$ cat config.mk
export PLATFORM = sky130hd
export DESIGN_NAME = bus_io_timer
export DESIGN_NICKNAME = d
export VERILOG_FILES = /design/src/rtl/bus_io_timer.sv
export SDC_FILE = /design/constraint.sdc
export NUM_CORES = 1
export LEC_CHECK = 0
export CAP_MARGIN = 20
export CORE_ASPECT_RATIO = 1.2
export CORE_MARGIN = 1.5
export CORE_UTILIZATION = 35
export DETAILED_ROUTE_END_ITERATION = 8
export PLACE_DENSITY = 0.54
export SETUP_SLACK_MARGIN = 0.2
export SLEW_MARGIN = 5
export SYNTH_ARGS = -nofsm -noshare
export SYNTH_HDL_FRONTEND = slang
export SYNTH_SLANG_ARGS = --single-unit
export TNS_END_PERCENT = 50
$ cat constraint.sdc
create_clock -name clk_i -period 3.3 [get_ports clk_i]
set_input_delay 0.66 -clock clk_i [delete_from_list [all_inputs] [get_ports clk_i]]
set_output_delay 0.66 -clock clk_i [all_outputs]
set_load 0.03 [all_outputs]
$ cat src/rtl/bus_io_timer.sv
// bus_io_timer
//   Memory-mapped timer/compare peripheral on the req/ack/resp IO slave bus.
//   A prescaler divides the clock into ticks, and each tick advances a 32-bit
//   up-counter. When the counter equals COMPARE on a tick, a sticky MATCH flag
//   is set. The counter can optionally auto-reload to zero at that point. A
//   level interrupt is raised while MATCH and IRQEN are both set.
//
//   Register window (offset = addr_bi[7:0] - BASE_OFFSET):
//     0x00 CTRL     [0] EN, [1] AUTORELOAD, [2] IRQEN
//     0x04 PRESCALE [PRESC_WIDTH-1:0]
//     0x08 COUNT
//     0x0C COMPARE
//     0x10 STATUS   [0] MATCH (write 1 to clear)
//   Any other offset reads 32'h55aa55aa and ignores writes.
//
// Ports:
//   clk_i     clock, all state updates on the rising edge
//   rst_i     asynchronous active-low reset
//   req_i     bus request
//   we_i      1 = write, 0 = read
//   addr_bi   byte address, only [7:0] decoded
//   be_bi     write byte enables
//   wdata_bi  write data
//   ack_o     request accepted (mirrors req_i, never stalls)
//   resp_o    read data valid, one cycle after an accepted read
//   rdata_bo  read data, holds its value while resp_o is low
//   irq_o     level interrupt (MATCH & IRQEN)
module bus_io_timer #(
  parameter int          PRESC_WIDTH = 16,
  parameter logic [7:0]  BASE_OFFSET = 8'h10
) (
  input  logic        clk_i,
  input  logic        rst_i,
  input  logic        req_i,
  input  logic        we_i,
  input  logic [31:0] addr_bi,
  input  logic [3:0]  be_bi,
  input  logic [31:0] wdata_bi,
  output logic        ack_o,
  output logic        resp_o,
  output logic [31:0] rdata_bo,
  output logic        irq_o
);

  localparam logic [7:0]  OFF_CTRL     = 8'h00;
  localparam logic [7:0]  OFF_PRESCALE = 8'h04;
  localparam logic [7:0]  OFF_COUNT    = 8'h08;
  localparam logic [7:0]  OFF_COMPARE  = 8'h0C;
  localparam logic [7:0]  OFF_STATUS   = 8'h10;
  localparam logic [31:0] UNMAPPED_VAL = 32'h55aa55aa;

  // Register state
  logic                   en;
  logic                   autoreload;
  logic                   irqen;
  logic [PRESC_WIDTH-1:0] prescale;
  logic [PRESC_WIDTH-1:0] pcnt;
  logic [31:0]            count;
  logic [31:0]            compare;
  logic                   match;
  logic                   resp_q;
  logic [31:0]            rdata_q;

  // Decode and next-state helpers
  logic [7:0]  offset;
  logic        rd_acc;
  logic        wr_acc;
  logic        wr_ctrl;
  logic        wr_presc;
  logic        wr_count;
  logic        wr_compare;
  logic        wr_status;
  logic        tick;
  logic        count_hit;
  logic        match_set;
  logic [31:0] count_tick;
  logic [31:0] presc_ext;
  logic [31:0] presc_merged;
  logic [31:0] rd_mux;
  logic        unused_bits;

  // Replace only the enabled bytes of old_val with new_val.
  function automatic logic [31:0] merge_bytes(input logic [31:0] old_val,
                                              input logic [31:0] new_val,
                                              input logic [3:0]  be);
    logic [31:0] res;
    res = old_val;
    for (int b = 0; b < 4; b++) begin
      if (be[b]) res[8*b +: 8] = new_val[8*b +: 8];
    end
    return res;
  endfunction

  assign ack_o    = req_i;
  assign resp_o   = resp_q;
  assign rdata_bo = rdata_q;
  assign irq_o    = match & irqen;

  assign offset = addr_bi[7:0] - BASE_OFFSET;
  assign rd_acc = req_i & ~we_i;
  assign wr_acc = req_i & we_i;

  // A write with be_bi == 0 touches nothing, including the prescaler clear.
  assign wr_ctrl    = wr_acc && (offset == OFF_CTRL) && be_bi[0];
  assign wr_presc   = wr_acc && (offset == OFF_PRESCALE) && (be_bi != 4'b0000);
  assign wr_count   = wr_acc && (offset == OFF_COUNT) && (be_bi != 4'b0000);
  assign wr_compare = wr_acc && (offset == OFF_COMPARE) && (be_bi != 4'b0000);
  assign wr_status  = wr_acc && (offset == OFF_STATUS) && be_bi[0] && wdata_bi[0];

  assign unused_bits = ^{addr_bi[31:8], presc_merged};

  // Zero-extended view of PRESCALE and its byte-merged write value.
  always_comb begin
    presc_ext = '0;
    presc_ext[PRESC_WIDTH-1:0] = prescale;
    presc_merged = merge_bytes(presc_ext, wdata_bi, be_bi);
  end

  // Tick and counter update before any software write is layered on top.
  always_comb begin
    tick       = en && (pcnt == prescale);
    count_hit  = (count == compare);
    match_set  = tick && count_hit;
    count_tick = count;
    if (tick) begin
      if (count_hit && autoreload) count_tick = '0;
      else                         count_tick = count + 32'd1;
    end
  end

  // Read multiplexer, sampled at the accepting edge from pre-edge values.
  always_comb begin
    rd_mux = UNMAPPED_VAL;
    case (offset)
      OFF_CTRL:     rd_mux = {29'd0, irqen, autoreload, en};
      OFF_PRESCALE: rd_mux = presc_ext;
      OFF_COUNT:    rd_mux = count;
      OFF_COMPARE:  rd_mux = compare;
      OFF_STATUS:   rd_mux = {31'd0, match};
      default:      rd_mux = UNMAPPED_VAL;
    endcase
  end

  // Register updates. A COUNT write overrides only the written bytes of the
  // tick result, and a MATCH set beats a same-cycle write-1-to-clear.
  always_ff @(posedge clk_i or negedge rst_i) begin
    if (!rst_i) begin
      en         <= 1'b0;
      autoreload <= 1'b0;
      irqen      <= 1'b0;
      prescale   <= '0;
      pcnt       <= '0;
      count      <= '0;
      compare    <= '0;
      match      <= 1'b0;
      resp_q     <= 1'b0;
      rdata_q    <= '0;
    end else begin
      if (wr_ctrl) begin
        en         <= wdata_bi[0];
        autoreload <= wdata_bi[1];
        irqen      <= wdata_bi[2];
      end

      if (wr_presc) begin
        prescale <= presc_merged[PRESC_WIDTH-1:0];
        pcnt     <= '0;
      end else if (en) begin
        pcnt <= tick ? '0 : pcnt + PRESC_WIDTH'(1);
      end

      count <= wr_count ? merge_bytes(count_tick, wdata_bi, be_bi) : count_tick;

      if (wr_compare) compare <= merge_bytes(compare, wdata_bi, be_bi);

      if (match_set)      match <= 1'b1;
      else if (wr_status) match <= 1'b0;

      resp_q <= rd_acc;
      if (rd_acc) rdata_q <= rd_mux;
    end
  end

endmodule

==> impl_metrics.yaml <==
detailed_routing:
  drc: 0
  via_count: 5954
  ant_nets: 0
  first_iter_violations: 357
  wirelength_um: 21200
  via_per_inst: 5.48
  drt-pass1-iter-count: 5
  avgRoutedWirePerCell_um: 19.5
grt:
  overflow: 0
  grt_antenna_before_repair: 0
  grt_pass1_vias: 6020
  grt_util_all_layers_pct: 20.7
  grt_max_degree: 74
  grt_pass1_wl_um: 33500
setup_path:
  r2r_setup_slack_ns: 0.45
  critPathRequiredTime_ns: 3.64
  worstSetupEndpointType: "flip-flop"
  worstSetupPathType: "reg2reg"
  cp-start-kind: "flip-flop"
  critPathMaxFanout: 22
  reg2reg_to: "count[6]$_DFF_PN0_"
  worstPathArrival_ns: 3.18
  rr_worst_depth: 7
  worst_r2r_startpoint: "pcnt[3]$_DFFE_PN0P_"
floorplan:
  dieArea_um2: 21100
  die_y_um: 159
  io_pins: 107
  rows: 56
  core_area_um2: 19700
  start_util_pct: 35.9
  die_width_um: 133
synthesis:
  synth-edff-count: 0
  yosys.area.top_type: "dfrtp_1"
  syn_area_um2: 7080
  synth_cells: 728
  synthTopCellsByArea: "dfrtp_1 (47%), mux2_2 (8.9%), xnor2_1 (6.2%), nand2_1 (3.8%), nor2_1 (3.8%)"
  yosys_warnings: 0
  syn-num-nets: 802
  synth.distinct_cells: 56
  syn-mean-instance-area_um2: 9.72
  ys_seq_area_share_pct: 47.0
  synth_top_area_share_pct: 47.0
  async_flop_share_pct: 100
  synth.ff_latch_count: 133
  synthFlopType: "dfrtp_1"
placement:
  dp.cells: 1058
  gp_congestion: 0.855
  portBuffers: 82
  dp_hpwl_um: 15700
cts:
  cts.sinks: 133
  cts_tree: "yes"
  cts_max_level: 4
  clock-root-buffer: "clkbuf_16"
  insertion_delay_ns: 0.42
  max-clock-path-buffers: 2
  cts_setup_buffers: 0
  clkTransAtPathRegs_ns: 0.06
  cts_buffers: 17
  ctsResizeCount: 0
  hold_buffers: 0
final_layout:
  multi_input_area_um2: 3530
  seqCellArea_um2: 3330
  syn2layout_area_growth_pct: 24.9
  drive_above_1_share_pct: 14.9
  n_antenna_cell: 0
  layout.cells.non_filler: 1087
  fin_nets: 890
  final_common_cell: "dfrtp_1"
  fillers: 1877
  final_cell_mix: "dfrtp_1 (133), clkdlybuf4s50_1 (81), nand2_1 (71), nor2_1 (71), mux2_2 (56)"
timing:
  tightest_slew_ns: 0.795
  skew_ns: 0.00674
  slew_headroom_pct: 46.5
  fmax_mhz: 351
  period_needed_ns: 2.85
  rsz0062_at_grt: "no"
  slew_viol_final: 0
  setup_viol: 0
  tns_ns: 0
  hold_viol: 0
  fin_crit_sh_pct: 86.3
power:
  ir_worst_vdd_mv: 0.387
  power_density_nw_per_um2: 501
  cellLeakagePower_nw: 3.64
run:
  drv_cap: 0
hold_path:
  min_path_type: "in2async"
outcome:
  outcome: "completed"
## synthesized netlist by cell type, drive strengths merged, types with 2 or more instances
master,count
a221oi,8
a21o,3
and2,4
xor2,17
nor3,16
inv,10
a31oi,16
nor2b,5
or2,2
o21ai,55
xnor2,50
nor2,72
nand2b,3
nand4b,2
and4,2
nand3,22
and3,8
ha,2
nor4,16
o21a,2
mux2,56
a21oi,26
nand4,25
dfrtp,133
buf,11
nand2,71
clkbuf,32
nand3b,6
a22oi,24
or4,3
or3,10
and4b,2
## cells by family after synthesis
kind of cell | Yosys count | synth area share [%]
and+or+nand+nor | 270 | 19.2
DFF | 133 | 47.0
muxes | 58 | 9.37
AOI/OAI and AO/OA | 145 | 12.5
xor gates and xnor gates | 67 | 8.29
buffers and inverters | 53 | 3.22
adders and majority gates | 2 | 0.354
## sequential cells by signal, indices dropped and copies added, names as in the netlist
| signal | cells |
|---|---|
| rdata_bo | 32 |
| pcnt | 16 |
| en | 1 |
| compare | 32 |
| irqen | 1 |
| prescale | 16 |
| match | 1 |
| count | 32 |
| resp_o | 1 |
| autoreload | 1 |
## critical path, stage by stage, from the launching register on
cell and delay, ns:
dfrtp_1 0.47, xor2_1 0.18, nor4_1 0.38, nand2_1 0.14
or4_4 0.71, or2_4 0.35, or3_1 0.35, a31oi_1 0.18
## cell type report
cell class / count / share of cell area (%)
clock inverter: 5 / 0.849
inverter: 10 / 0.425
clock buffer: 24 / 5.45
timing repair buffer: 112 / 12.0
multi-input combinational: 542 / 39.9
tap: 261 / 3.69
sequential: 133 / 37.7
## power by group
part,switching [mW],internal [mW]
clock network,0.671,1.15
logic,0.470,0.298
registers,0.126,1.71
## through the flow
step	setup slack (ns)	total power, mW	instance area [um^2]	util (%)	hold slack (ns)
floorplan	0.793	2.30	7080	-	0.364
global placement	0.224	2.61	8280	42.1	0.465
detailed placement	0.209	2.63	8280	42.1	0.475
CTS	0.432	4.47	8840	44.9	0.295
global route	0.319	4.61	8840	44.9	0.297
finish	0.454	4.43	8840	44.9	0.260
## how the worst max path moves through the flow
stage	startpoint	to	slack, ns
after floorplan	addr_bi[1]	prescale[0]$_DFFE_PN0P_	0.79
after global placement	be_bi[1]	count[7]$_DFF_PN0_	0.22
after CTS	pcnt[3]$_DFFE_PN0P_	count[6]$_DFF_PN0_	0.43
final	pcnt[3]$_DFFE_PN0P_	count[6]$_DFF_PN0_	0.45
after detailed placement	addr_bi[1]	compare[6]$_DFFE_PN0P_	0.21
after global routing	pcnt[3]$_DFFE_PN0P_	count[6]$_DFF_PN0_	0.32
## metal layers
metal	track usage (%)	part of all wire, %	vias to the layer above
li1	-	-	2794
met1	26.8	44	2924
met2	33.7	48	195
met3	4.09	4.7	41
met4	8.89	3.4	0
met5	0	0	-
Power figures use the tool's default switching activity.
